===== src/rtl/rfile_wb_arbiter_pkg.sv =====
// Shared constants and encodings for the register-file write-back arbiter.
// Constant values mirror the def.h register width and address width.
package rfile_wb_arbiter_pkg;

    localparam int DEF_REG_W    = 16;
    localparam int DEF_OPRAND_W = 4;
    localparam int DEF_NREG     = 2 ** DEF_OPRAND_W;

    // What the registered output stage is driving this cycle
    typedef enum logic [1:0] {
        IDLE   = 2'd0,
        WR_ALU = 2'd1,
        WR_LD  = 2'd2
    } wb_state_e;

    typedef enum logic {
        SRC_ALU = 1'b0,
        SRC_LD  = 1'b1
    } wb_src_e;

endpackage


===== src/rtl/rfile_wb_arbiter_scoreboard.sv =====
// Pending-write scoreboard (module rfile_scoreboard), only built when
// RFILE_WB_SCOREBOARD_EN is defined; one pend bit per register.
`ifdef RFILE_WB_SCOREBOARD_EN
module rfile_scoreboard #(
    parameter int OPRAND_W = 4,
    parameter int NREG     = 16
) (
    input  logic                clk,
    input  logic                rst,
    input  logic                issue_valid,
    input  logic [OPRAND_W-1:0] issue_adr,
    input  logic                commit,
    input  logic [OPRAND_W-1:0] commit_adr,
    input  logic [OPRAND_W-1:0] chk_aadr,
    input  logic [OPRAND_W-1:0] chk_badr,
    input  logic [OPRAND_W-1:0] chk_cadr,
    output logic                hazard
);

    logic [NREG-1:0] pend_q;
    logic [NREG-1:0] pend_d;

    // Clear is applied before set so a same-cycle issue to the committing register keeps it pending
    always_comb begin
        pend_d = pend_q;
        if (commit) begin
            pend_d[commit_adr] = 1'b0;
        end
        if (issue_valid) begin
            pend_d[issue_adr] = 1'b1;
        end
    end

    always_ff @(posedge clk or posedge rst) begin
        if (rst) begin
            pend_q <= '0;
        end else begin
            pend_q <= pend_d;
        end
    end

    assign hazard = pend_q[chk_aadr] | pend_q[chk_badr] | pend_q[chk_cadr];

endmodule
`endif


===== src/rtl/rfile_wb_arbiter.sv =====
// Round-robin arbiter sharing the register-file write port between ALU and load unit.
// Optional pending-write scoreboard enabled by defining RFILE_WB_SCOREBOARD_EN.
module rfile_wb_arbiter #(
    parameter int REG_W    = rfile_wb_arbiter_pkg::DEF_REG_W,
    parameter int OPRAND_W = rfile_wb_arbiter_pkg::DEF_OPRAND_W,
    parameter int NREG     = rfile_wb_arbiter_pkg::DEF_NREG
) (
    input  logic                clk,
    input  logic                rst,
    input  logic                alu_valid,
    input  logic [OPRAND_W-1:0] alu_adr,
    input  logic [REG_W-1:0]    alu_data,
    output logic                alu_ready,
    input  logic                ld_valid,
    input  logic [OPRAND_W-1:0] ld_adr,
    input  logic [REG_W-1:0]    ld_data,
    output logic                ld_ready,
    input  logic                wb_hold,
    output logic [OPRAND_W-1:0] cadr,
    output logic [REG_W-1:0]    c,
    output logic                rfile_we,
    input  logic                issue_valid,
    input  logic [OPRAND_W-1:0] issue_adr,
    input  logic [OPRAND_W-1:0] chk_aadr,
    input  logic [OPRAND_W-1:0] chk_badr,
    input  logic [OPRAND_W-1:0] chk_cadr,
    output logic                hazard
);

    import rfile_wb_arbiter_pkg::*;

    wb_state_e state_q, state_d;
    wb_src_e   last_grant_q;
    logic      grant_alu;
    logic      grant_ld;

    // Grant is only issued to a valid requester, so a grant is a completed handshake
    always_comb begin
        grant_alu = 1'b0;
        grant_ld  = 1'b0;
        state_d   = IDLE;
        if (!rst && !wb_hold) begin
            if (alu_valid && ld_valid) begin
                if (last_grant_q == SRC_LD) begin
                    grant_alu = 1'b1;
                end else begin
                    grant_ld = 1'b1;
                end
            end else if (alu_valid) begin
                grant_alu = 1'b1;
            end else if (ld_valid) begin
                grant_ld = 1'b1;
            end
        end
        if (grant_alu) begin
            state_d = WR_ALU;
        end else if (grant_ld) begin
            state_d = WR_LD;
        end
    end

    assign alu_ready = grant_alu;
    assign ld_ready  = grant_ld;

    always_ff @(posedge clk or posedge rst) begin
        if (rst) begin
            state_q      <= IDLE;
            last_grant_q <= SRC_LD;
            cadr         <= '0;
            c            <= '0;
        end else begin
            state_q <= state_d;
            if (grant_alu) begin
                cadr         <= alu_adr;
                c            <= alu_data;
                last_grant_q <= SRC_ALU;
            end else if (grant_ld) begin
                cadr         <= ld_adr;
                c            <= ld_data;
                last_grant_q <= SRC_LD;
            end
        end
    end

    // Write enable is a pure decode of the state register
    assign rfile_we = (state_q != IDLE);

`ifdef RFILE_WB_SCOREBOARD_EN
    rfile_scoreboard #(
        .OPRAND_W (OPRAND_W),
        .NREG     (NREG)
    ) u_scoreboard (
        .clk         (clk),
        .rst         (rst),
        .issue_valid (issue_valid),
        .issue_adr   (issue_adr),
        .commit      (rfile_we),
        .commit_adr  (cadr),
        .chk_aadr    (chk_aadr),
        .chk_badr    (chk_badr),
        .chk_cadr    (chk_cadr),
        .hazard      (hazard)
    );
`else
    logic unused_sb_inputs;
    assign unused_sb_inputs = ^{issue_valid, issue_adr, chk_aadr, chk_badr, chk_cadr};
    assign hazard = 1'b0;
`endif

endmodule


===== config.mk =====
export PLATFORM = sky130hd
export DESIGN_NAME = rfile_wb_arbiter
export DESIGN_NICKNAME = d
export VERILOG_FILES = /design/src/rtl/rfile_wb_arbiter_pkg.sv /design/src/rtl/rfile_wb_arbiter_scoreboard.sv /design/src/rtl/rfile_wb_arbiter.sv
export SDC_FILE = /design/constraint.sdc
export NUM_CORES = 1
export LEC_CHECK = 0
export ABC_AREA = 1
export BUFFER_PORTS_ARGS = -buffer_cell sky130_fd_sc_hd__buf_2
export CAP_MARGIN = 20
export CORE_AREA = 2 2 56 71
export CTS_CLUSTER_DIAMETER = 100
export DETAILED_ROUTE_END_ITERATION = 7
export DIE_AREA = 0 0 58 73
export PLACE_DENSITY = 0.83
export SETUP_SLACK_MARGIN = 0.5
export SYNTH_ARGS = -nofsm -noshare
export SYNTH_HDL_FRONTEND = slang
export SYNTH_SLANG_ARGS = --single-unit
export TNS_END_PERCENT = 50

===== constraint.sdc =====
create_clock -name clk -period 2.15 [get_ports clk]
set_clock_uncertainty 0.2 [all_clocks]
set_input_delay 0.3225 -clock clk [delete_from_list [all_inputs] [get_ports clk]]
set_output_delay 0.3225 -clock clk [all_outputs]
set_load 0.05 [all_outputs]

Word-level counts from Yosys, hierarchy flattened
Cells that the tools add are included.
- flip-flop bits (word level): 23
- output and inout port bits: 24
- word-level logic and storage cells: 27
- muxes and demuxes: 17
- reduce and logical (&&, ||, !) cells: 6
- operator list (kind ; count):
    $mux W16 ; 2
    $mux W1 ; 11
    $mux W4 ; 2
    $mux W2 ; 2
    $reduce_bool A2 Y1 ; 2
    $logic_and A1 B1 Y1 ; 2
    $logic_not A1 Y1 ; 2

Longest topological paths before layout
- depth in word-level cells: 6
- mapped depth: 7
- gate-level depth less buffers: 6

Worst setup path after synthesis
No wires, ideal clock.
- kind: input port to output port
- from: in wb_hold
- to: out ld_ready
- arrival: 1.360 ns
- required time: 1.627 ns
- setup slack: 0.267 ns
- stages on the path: 4
- path buffers: 1
- path through: nor2_4 > buf_2 > inv_1 > nor2_1
- word-level cells in the longest chain between the ends: 3
- RTL lines (element ; line ; text):
    start: declaration ; rfile_wb_arbiter.sv:18 ; input logic wb_hold,
    $logic_not A1 Y1 ; rfile_wb_arbiter.sv:42 ; if (!rst && !wb_hold) begin
    $logic_and A1 B1 Y1 ; rfile_wb_arbiter.sv:42 ;
    $mux W1 ; rfile_wb_arbiter.sv:42 ;
    end: declaration ; rfile_wb_arbiter.sv:17 ; output logic ld_ready,
Every way passes these cells.

Worst setup path in the final report
- from: reg last_grant_q
- to: out alu_ready
- word-level cells in the longest chain between the ends: 3
- RTL lines (element ; line ; text):
    start: declaration ; rfile_wb_arbiter.sv:33 ; wb_src_e last_grant_q;
    start signal: assignment ; rfile_wb_arbiter.sv:68 ; last_grant_q <= SRC_LD;
    start signal: assignment ; rfile_wb_arbiter.sv:76 ; last_grant_q <= SRC_ALU;
    start signal: assignment ; rfile_wb_arbiter.sv:80 ; last_grant_q <= SRC_LD;
    $mux W1 ; rfile_wb_arbiter.sv:44 ; if (last_grant_q == SRC_LD) begin
    $mux W1 ; rfile_wb_arbiter.sv:43 ; if (alu_valid && ld_valid) begin
    $mux W1 ; rfile_wb_arbiter.sv:42 ;
    end: declaration ; rfile_wb_arbiter.sv:13 ; output logic alu_ready,
Every way passes these cells.

==> metrics <==
status completed; Hold Crit Endpoint cadr[3]; Die Span Y 73 um; Root Driver clkbuf_8; CTS tree done; WP data arrival 1.24 ns; hpwl dp 2.44 mm; Post-synth EDFFs 0; setup TNS 0 ns; Final Hold Vio Count 0; via count 1398; CP peak stage delay 0.55 ns; post-DR vias/cell 4.68; Least-Margin Pin Slew 0.584 ns; CP required 1.63 ns; Setup crit end kind primary output; pin count of the biggest net entering global routing 22; Mapped Cells 192; Die X 58 um; DRT Pass-1 Iters 5; largest family of logic cells by synthesized area simple AND/OR/NAND/NOR gates; critical path fanouts, max 3; r2r worst-path depth 7; area fraction of the dominant cell type after synthesis 0.415; clk sinks 23; CP max-delay cell dfstp_2; cells along the critical path inv_4, nand2_4, nand3_4, clkinvlp_4, buf_8; drt drc 0; core area 3630 um^2; top cell family by delay on the critical path flip-flops; mux share of post-synthesis cell area 0; CP Class reg2out; Post-Layout Cell Count 299; relative slew slack 0.611; Synth cell types 15; H-tree depth 1; RSZ-0062 raised after global routing yes; Clk pin slew, worst setup/hold paths 0.08 ns; initial DRC count 93; Final Max Tran Viols 0; routability cong. 0.688; area of the multi-input gates 542 um^2; XOR/XNOR share of the synthesized area 0; Core Rows 25; fin nets 322; post-synthesis simple-gate area fraction 0.365; RR Endpoint c[12]; num ports 86; PortBufs 67; min-delay src ld_adr[3]; first-pass GRT wire length 5.47 mm; largest area contributor in the netlist dfrtp_1; Critical path buffers and inverters 3; routed wire length 3.48 mm; Hold Crit Class in2reg; Startpoint Class register; PwrDens 740 nW/um^2; Area Overhead vs Synth 36.5%; Max Cap Viol 0; Max Freq 568 MHz; post-synthesis compound-gate area fraction 0.0123; total global routing overflow 0; DR WL/cell 11.6 um; r2r setup slk 0.56 ns; Num CTS Buffers 3; CTS max path bufs 2; top_reg_cell synth dfrtp_1; share of cells above drive strength 1 0.344; Worst-Skew Late Latency 0.26 ns; worst vdd ir 477 uV; hold-critical path depth 5; initial antenna violation count 0; fin crit period 1.76 ns; most frequent cell after synthesis nand2_1; post-route clock period utilization 0.819; Leak 1.14 nW; GRT Util Overall 0.166; via count of the first global-routing pass 1230; final setup fails 0; register area 577 um^2; Post-Syn Area 1330 um^2; FFs w/ async S/R, synth 1.00; Placed Cells 292; Net Count, Synth 254; Synth top cells by count nand2_1 (61), inv_1 (45), dfrtp_1 (22); Syn Area/Cell 6.91 um^2; Final Util 0.499; die area 4230 um^2; FF-to-FF Start last_grant_q; Yosys warnings 0; top post-synthesis cells by area dfrtp_1 (42%), nand2_1 (17%), inv_1 (13%), nand4_1 (9.4%), nand3_1 (7.9%); Initial Util 0.366; Yosys reg bits 23; antenna-violating nets left 0; ANT cells 0; Seq/Total Area, Yosys 0.435; Layout fillers 360; post-synthesis adder-cell area fraction 0
metrics by stage:
stage | hold WS [ns] | setup WS (ns) | area, um^2 | power (mW)
after floorplan | 0.124 | 0.484 | 1330 | 0.919
after global placement | 0.229 | 0.527 | 1690 | 1.05
after detailed placement | 0.249 | 0.512 | 1690 | 1.06
after CTS | 0.147 | 0.381 | 1780 | 1.34
after global routing | 0.157 | 0.341 | 1810 | 1.41
final | 0.152 | 0.389 | 1810 | 1.34
cell usage in the layout, fill, tap and decap left out, drive strengths merged:
cell / instances
clkbuf: 4
dfrtp: 22
inv: 45
nand3: 21
nor2: 3
nand4: 20
dfstp: 1
buf: 75
o22ai: 1
conb: 1
clkinvlp: 1
dlygate4sd3: 1
or2: 1
nand2: 61
o21ai: 2
routing by layer:
metal  up-vias  GRT usage  routed length (um)
met5         -          0                   0
met4         0     0.0362                  16
met3         2     0.0284                 245
met2        62      0.299                1700
met1       620      0.205                1520
li1        714          -                   -
power breakdown:
group | internal, mW | switching, mW | total, mW | leakage [nW]
Sequential | 0.501 | 0.0339 | 0.535 | 0.285
Combinational | 0.145 | 0.396 | 0.541 | 0.836
Clock | 0.132 | 0.132 | 0.263 | 0.0228
Total | 0.778 | 0.561 | 1.34 | 1.14
cell type report:
cell class	instances	share of cell area
repair buffers	76	0.231
clock buffers	4	0.0249
flip-flops and latches	23	0.319
multi-input cells	110	0.299
inverters	46	0.0988
well taps	40	0.0276
worst reg2reg max path, cell delays in order, from the launching register on:
cell,delay (ns)
dfstp_2,0.55
inv_4,0.05
nand2_4,0.06
buf_4,0.10
buf_4,0.22
nand4_1,0.14
nand3_1,0.10
nand2_1,0.05
logic make-up after synthesis:
| family | after synthesis |
|---|---|
| buffers and inverters | 59 |
| AOI/OAI and AO/OA | 3 |
| DFF | 23 |
| and+or+nand+nor | 106 |
| other | 1 |
worst max path at each step:
stage,cells past startpoint,endpoint,slack [ns],start
finish,5,alu_ready,0.39,last_grant_q
global route,5,alu_ready,0.34,last_grant_q
CTS,5,alu_ready,0.38,last_grant_q
detailed placement,5,alu_ready,0.51,last_grant_q
global placement,5,alu_ready,0.53,wb_hold
floorplan,4,ld_ready,0.48,wb_hold
state kept, by name (all words and copies together), names as in the netlist:
signal        flops
c                16
state_q           2
cadr              4
last_grant_q      1
timing repair:
item	4_1_cts	5_1_grt
buffers inserted	1	1
hold endpoints to repair	13	0
gates cloned	0	0
endpoints found under the setup margin	2	3
pin swaps	2	1
resized for setup	8	4
hold buffers	1	0
(Power assumes the default switching activity.)
